### config.mk
export PLATFORM = sky130hd
export DESIGN_NAME = board_button_ctrl
export DESIGN_NICKNAME = d
export VERILOG_FILES = /design/src/rtl/board_button_ctrl.sv
export SDC_FILE = /design/constraint.sdc
export NUM_CORES = 1
export LEC_CHECK = 0
export ABC_AREA = 1
export BUFFER_PORTS_ARGS = -buffer_cell sky130_fd_sc_hd__buf_2
export CAP_MARGIN = 0
export CORE_AREA = 4 4 78 87
export CTS_BUF_LIST = sky130_fd_sc_hd__clkbuf_2
export CTS_CLUSTER_DIAMETER = 200
export DETAILED_ROUTE_END_ITERATION = 10
export DIE_AREA = 0 0 82 91
export PLACE_DENSITY = 0.78
export SLEW_MARGIN = 20
export SYNTH_ARGS = -nofsm -noshare
export SYNTH_HDL_FRONTEND = slang
export SYNTH_SLANG_ARGS = --single-unit
### constraint.sdc
create_clock -name clk_chipset -period 2.6 [get_ports clk_chipset]
set_input_delay 0.13 -clock clk_chipset [delete_from_list [all_inputs] [get_ports clk_chipset]]
set_output_delay 0.13 -clock clk_chipset [all_outputs]
set_load 0.01 [all_outputs]
### src/rtl/board_button_ctrl.sv
// Front-panel conditioner: button sync/debounce, short/long press decoding, turbo/user/reset actions, activity LED.
// Optional macro ACTIVITY_STRETCH_EN stretches activity strobes into a visible FLASH_MS flash.
module board_button_ctrl #(
  parameter int CLK_MHZ     = 50,
  parameter int DEBOUNCE_MS = 20,
  parameter int LONG_MS     = 1000,
  parameter int FLASH_MS    = 20
) (
  input  logic clk_chipset,
  input  logic reset_n,
  input  logic btn_green_n_i,
  input  logic btn_yellow_n_i,
  input  logic activity_i,
  output logic turbo_o,
  output logic green_short_o,
  output logic sys_reset_req_o,
  output logic led_activity_o
);

  localparam int TICK_CNT   = CLK_MHZ * 1000;
  localparam int PRE_W      = (TICK_CNT > 1) ? $clog2(TICK_CNT) : 1;
  localparam int DB_W       = $clog2(DEBOUNCE_MS + 1);
  localparam int HOLD_W     = $clog2(LONG_MS + 1);
  localparam int BTN_GREEN  = 0;
  localparam int BTN_YELLOW = 1;

  typedef enum logic [1:0] {IDLE, PRESSED, HELD, LOCKOUT} press_state_t;

  // A zero-length interval would leave a counter unable to reach its terminal value.
  if (CLK_MHZ < 1 || DEBOUNCE_MS < 1 || LONG_MS < 1 || FLASH_MS < 1) begin : g_bad_param
    $error("board_button_ctrl: all timing parameters must be at least 1");
  end

  logic [PRE_W-1:0] presc_reg;
  logic             tick;

  assign tick = (presc_reg == PRE_W'(TICK_CNT - 1));

  always_ff @(posedge clk_chipset or negedge reset_n) begin
    if (!reset_n)  presc_reg <= '0;
    else if (tick) presc_reg <= '0;
    else           presc_reg <= presc_reg + 1'b1;
  end

  logic [1:0] btn_raw_n;
  logic [1:0] db_pressed;
  logic [1:0] short_evt;
  logic [1:0] long_evt;
  logic       chord;

  assign btn_raw_n = {btn_yellow_n_i, btn_green_n_i};
  assign chord     = &db_pressed;

  for (genvar gi = 0; gi < 2; gi++) begin : g_btn
    logic [1:0]        sync_n_reg;
    logic              db_reg;
    logic [DB_W-1:0]   db_cnt_reg;
    press_state_t      state_reg, state_next;
    logic [HOLD_W-1:0] hold_cnt_reg, hold_cnt_next;
    logic              short_next, long_next;

    // Debounced state flips only after DEBOUNCE_MS consecutive ticks of disagreement.
    always_ff @(posedge clk_chipset or negedge reset_n) begin
      if (!reset_n) begin
        sync_n_reg <= 2'b11;
        db_reg     <= 1'b0;
        db_cnt_reg <= '0;
      end else begin
        sync_n_reg <= {sync_n_reg[0], btn_raw_n[gi]};
        if (~sync_n_reg[1] == db_reg) begin
          db_cnt_reg <= '0;
        end else if (tick) begin
          if (db_cnt_reg == DB_W'(DEBOUNCE_MS - 1)) begin
            db_reg     <= ~db_reg;
            db_cnt_reg <= '0;
          end else begin
            db_cnt_reg <= db_cnt_reg + 1'b1;
          end
        end
      end
    end

    assign db_pressed[gi] = db_reg;

    always_ff @(posedge clk_chipset or negedge reset_n) begin
      if (!reset_n) begin
        state_reg    <= IDLE;
        hold_cnt_reg <= '0;
      end else begin
        state_reg    <= state_next;
        hold_cnt_reg <= hold_cnt_next;
      end
    end

    always_comb begin
      state_next    = state_reg;
      hold_cnt_next = hold_cnt_reg;
      short_next    = 1'b0;
      long_next     = 1'b0;
      if (chord) begin
        state_next = LOCKOUT;
      end else begin
        case (state_reg)
          IDLE: begin
            if (db_reg) begin
              state_next    = PRESSED;
              hold_cnt_next = '0;
            end
          end
          PRESSED: begin
            if (!db_reg) begin
              short_next = 1'b1;
              state_next = IDLE;
            end else if (tick) begin
              hold_cnt_next = hold_cnt_reg + 1'b1;
              if (hold_cnt_reg == HOLD_W'(LONG_MS - 1)) begin
                long_next  = 1'b1;
                state_next = HELD;
              end
            end
          end
          HELD: begin
            if (!db_reg) state_next = IDLE;
          end
          LOCKOUT: begin
            if (db_pressed == 2'b00) state_next = IDLE;
          end
          default: state_next = IDLE;
        endcase
      end
    end

    assign short_evt[gi] = short_next;
    assign long_evt[gi]  = long_next;
  end

  logic turbo_reg, green_short_reg, sys_reset_req_reg;

  always_ff @(posedge clk_chipset or negedge reset_n) begin
    if (!reset_n) begin
      turbo_reg         <= 1'b0;
      green_short_reg   <= 1'b0;
      sys_reset_req_reg <= 1'b0;
    end else begin
      turbo_reg         <= turbo_reg ^ short_evt[BTN_YELLOW];
      green_short_reg   <= short_evt[BTN_GREEN];
      sys_reset_req_reg <= long_evt[BTN_GREEN];
    end
  end

  logic [1:0] act_sync_reg;
  logic       led_reg;

  always_ff @(posedge clk_chipset or negedge reset_n) begin
    if (!reset_n) act_sync_reg <= 2'b00;
    else          act_sync_reg <= {act_sync_reg[0], activity_i};
  end

`ifdef ACTIVITY_STRETCH_EN
  localparam int FL_W = $clog2(FLASH_MS + 1);

  logic            act_d_reg;
  logic [FL_W-1:0] flash_cnt_reg, flash_cnt_next;

  // A fresh rising edge always reloads, so back-to-back bursts keep the LED lit.
  always_comb begin
    flash_cnt_next = flash_cnt_reg;
    if (act_sync_reg[1] && !act_d_reg)
      flash_cnt_next = FL_W'(FLASH_MS);
    else if (tick && (flash_cnt_reg != '0))
      flash_cnt_next = flash_cnt_reg - 1'b1;
  end

  always_ff @(posedge clk_chipset or negedge reset_n) begin
    if (!reset_n) begin
      act_d_reg     <= 1'b0;
      flash_cnt_reg <= '0;
      led_reg       <= 1'b0;
    end else begin
      act_d_reg     <= act_sync_reg[1];
      flash_cnt_reg <= flash_cnt_next;
      led_reg       <= (flash_cnt_next != '0);
    end
  end
`else
  always_ff @(posedge clk_chipset or negedge reset_n) begin
    if (!reset_n) led_reg <= 1'b0;
    else          led_reg <= act_sync_reg[1];
  end
`endif

  assign turbo_o         = turbo_reg;
  assign green_short_o   = green_short_reg;
  assign sys_reset_req_o = sys_reset_req_reg;
  assign led_activity_o  = led_reg;

endmodule

==> summary.md <==
| Metric | Value |
|---|---|
| Syn nets | `455` |
| Root buf cell | `clkbuf_2` |
| Fmax | `532 MHz` |
| Worst reg-to-reg path cell count | `9` |
| Post-route cell area | `3690 sq um` |
| Number of max-cap violations | `0` |
| Post-synth EDFFs | `0` |
| CORE AREA | `5810 sq um` |
| TNS Setup | `0 ns` |
| Final Slew Violations | `0` |
| Peak VDD IR | `0.531 mV` |
| Largest net degree at the start of global routing | `34` |
| Share of cells above drive strength 1 | `11.2%` |
| DRT iter0 DRCs | `188` |
| Commonest non-fill, non-tap cell in the layout | `nand2_1` |
| FF+latch count, synth | `62` |
| Post-route antenna net violation count | `0` |
| Largest cells by area after synthesis | `dfrtp_1, nand2_1, nor2_1` |
| Worst-Margin Slew | `0.727 ns` |
| RD Place Congestion | `0.896` |
| WP data required | `2.98 ns` |
| Clock Latency Late Sink | `0.48 ns` |
| Syn. warnings | `0` |
| Most frequent cells in the layout | `nand2_1, nor2_1, dfrtp_1, inv_1, nand3_1` |
| TritonCTS clock tree | `built` |
| Mapped Area | `3430 sq um` |
| Rows | `29` |
| Pwr dens | `423 nW/um^2` |
| Total track usage | `20.1%` |
| Ys async rst share | `100%` |
| Number of global-route vias before repair | `2785` |
| Share of the synthesized area in the top cell type | `42.3%` |
| Initial Utilization | `59.2%` |
| Tmin final | `1.88 ns` |
| Synthesized area per cell | `7.77 sq um` |
| RSZ-0062 raised after global routing | `false` |
| First-pass GRT wire length | `11900 um` |
| Drt drc | `0` |
| DIE HEIGHT | `91 um` |
| Tcrit/Tclk final | `72.3%` |
| Max FO, Critical Path | `14` |
| Outcome | `completed` |
| Io pins | `9` |
| Leakage power | `1.77 nW` |
| Initial antenna violation count | `0` |
| Most area-hungry cell type in the Yosys netlist | `dfrtp_1` |
| CTS Buffer Depth | `2` |
| Via count | `2833` |
| Nets | `474` |
| Number of distinct library cells after synthesis | `35` |
| Crit. Startpoint | `presc_reg[0]$_DFF_PN0_` |
| Ant. Diodes | `0` |
| H-tree levels | `3` |
| Post-DP HPWL | `4790 um` |
| Total gr overflow | `0` |
| Die area | `7460 sq um` |
| Dpl cell area | `3550 sq um` |
| Max-slew headroom | `51.6%` |
| RR Startpoint | `presc_reg[0]$_DFF_PN0_` |
| Sink Count | `62` |
| Die Width | `82 um` |
| Post-CTS Setup Inserts | `0` |
| Post-Synthesis Cells | `442` |
| Synthesis-to-layout area growth | `7.58%` |
| WS Path Type | `reg -> reg` |
| Vias per cell | `5.22` |
| Hold Path Class | `in -> async` |
| Critical path arrival | `2.26 ns` |
| DRT Wirelength | `6500 um` |
| Critical path launch point type | `flip-flop` |
| Final setup fails | `0` |
| Number of flip-flops in the largest register | `20` |
| Skew final | `0.0273 ns` |
| DR pass1 iterations | `4` |
| IO Port Bufs | `8` |
| Final Hold Fails | `0` |
| Register area share after synthesis | `45.3%` |
| Number of CTS-inserted buffers | `9` |
| WL/cell | `12.0 um` |
| Clock slew at reported path FFs | `0.17 ns` |
| Worst Setup End Kind | `flip-flop` |
| Synth Flop Type | `dfrtp_1` |
logic make-up after synthesis:
family / Yosys count / synth area share (%)
xor gates and xnor gates: 24 / 6.12
adders and majority gates: 8 / 2.91
buffers and inverters: 55 / 6.63
and+or+nand+nor: 256 / 33.1
AOI/OAI and AO/OA: 37 / 5.94
DFF: 62 / 45.3
routing by layer:
metal	track usage, %	wire (um)	up-vias
met5	0	0	-
met4	9.56	127	0
met3	4.16	299	14
met2	31.1	3070	62
met1	26.7	3000	1307
li1	-	-	1450
critical path, stage by stage (launching register included):
cell     delay (ns)
dfrtp_1        0.43
ha_1           0.24
nand3_2        0.14
nor2_1         0.07
nand2_1        0.26
nand2_1        0.11
nand2_2        0.26
inv_2          0.12
nand2_1        0.07
o21ai_0        0.08
final timing paths:
kind	to	slack (ns)
max	g_btn[1].hold_cnt_reg[5]$_DFFE_PN0P_	0.72
max in group asynchronous	g_btn[1].db_reg$_DFFE_PN0P_	1.77
max reg2reg	g_btn[1].hold_cnt_reg[5]$_DFFE_PN0P_	0.72
min	presc_reg[10]$_DFF_PN0_	0.23
min in group clk_chipset	g_btn[1].sync_n_reg[0]$_DFF_PN1_	0.30
min reg2reg	act_sync_reg[1]$_DFF_PN0_	0.37
timing repair:
item,CTS,global route
endpoints found under the hold margin,31,0
gates resized for setup,0,0
hold buffers,4,0
per-stage QoR:
stage / util (%) / total power [mW] / cells / worst slack, ns / hold WS (ns)
final: 63.6 / 1.56 / 543 / 0.721 / 0.230
after CTS: 63.6 / 1.58 / 543 / 0.716 / 0.230
after floorplan: - / 0.997 / 442 / 1.06 / -0.166
after global placement: 61.2 / 1.02 / 523 / 0.834 / 0.226
after detailed placement: 61.2 / 1.03 / 523 / 0.724 / 0.227
after global routing: 63.6 / 1.64 / 543 / 0.484 / 0.246
area by class of cell:
cell class | instances | area [sq um]
tap | 77 | 96.3
timing repair buffer | 13 | 100
inverter | 50 | 189
clock inverter | 6 | 52.6
clock buffer | 10 | 50.0
sequential | 62 | 1560
multi-input combinational | 325 | 1650
fill | 515 | 2110
report_power, final:
group	switching [mW]	leakage (nW)	internal, mW
logic	0.0244	0.866	0.0113
clock network	0.334	0.0705	0.216
registers	0.00232	0.831	0.973
total	0.361	1.77	1.20
synth_stat cells (4+ instances only):
library cell  number
inv_2              5
o21ai_1            7
nand4_1            8
inv_1             44
o21ai_0           17
ha_1               8
dfrtp_1           58
nor2_1            68
dfstp_2            4
xnor2_1            6
a21oi_1            7
nand2_2            6
nand3_1           40
xor2_1            18
nor3_1            13
nand2_1          108
(Power assumes the default switching activity.)
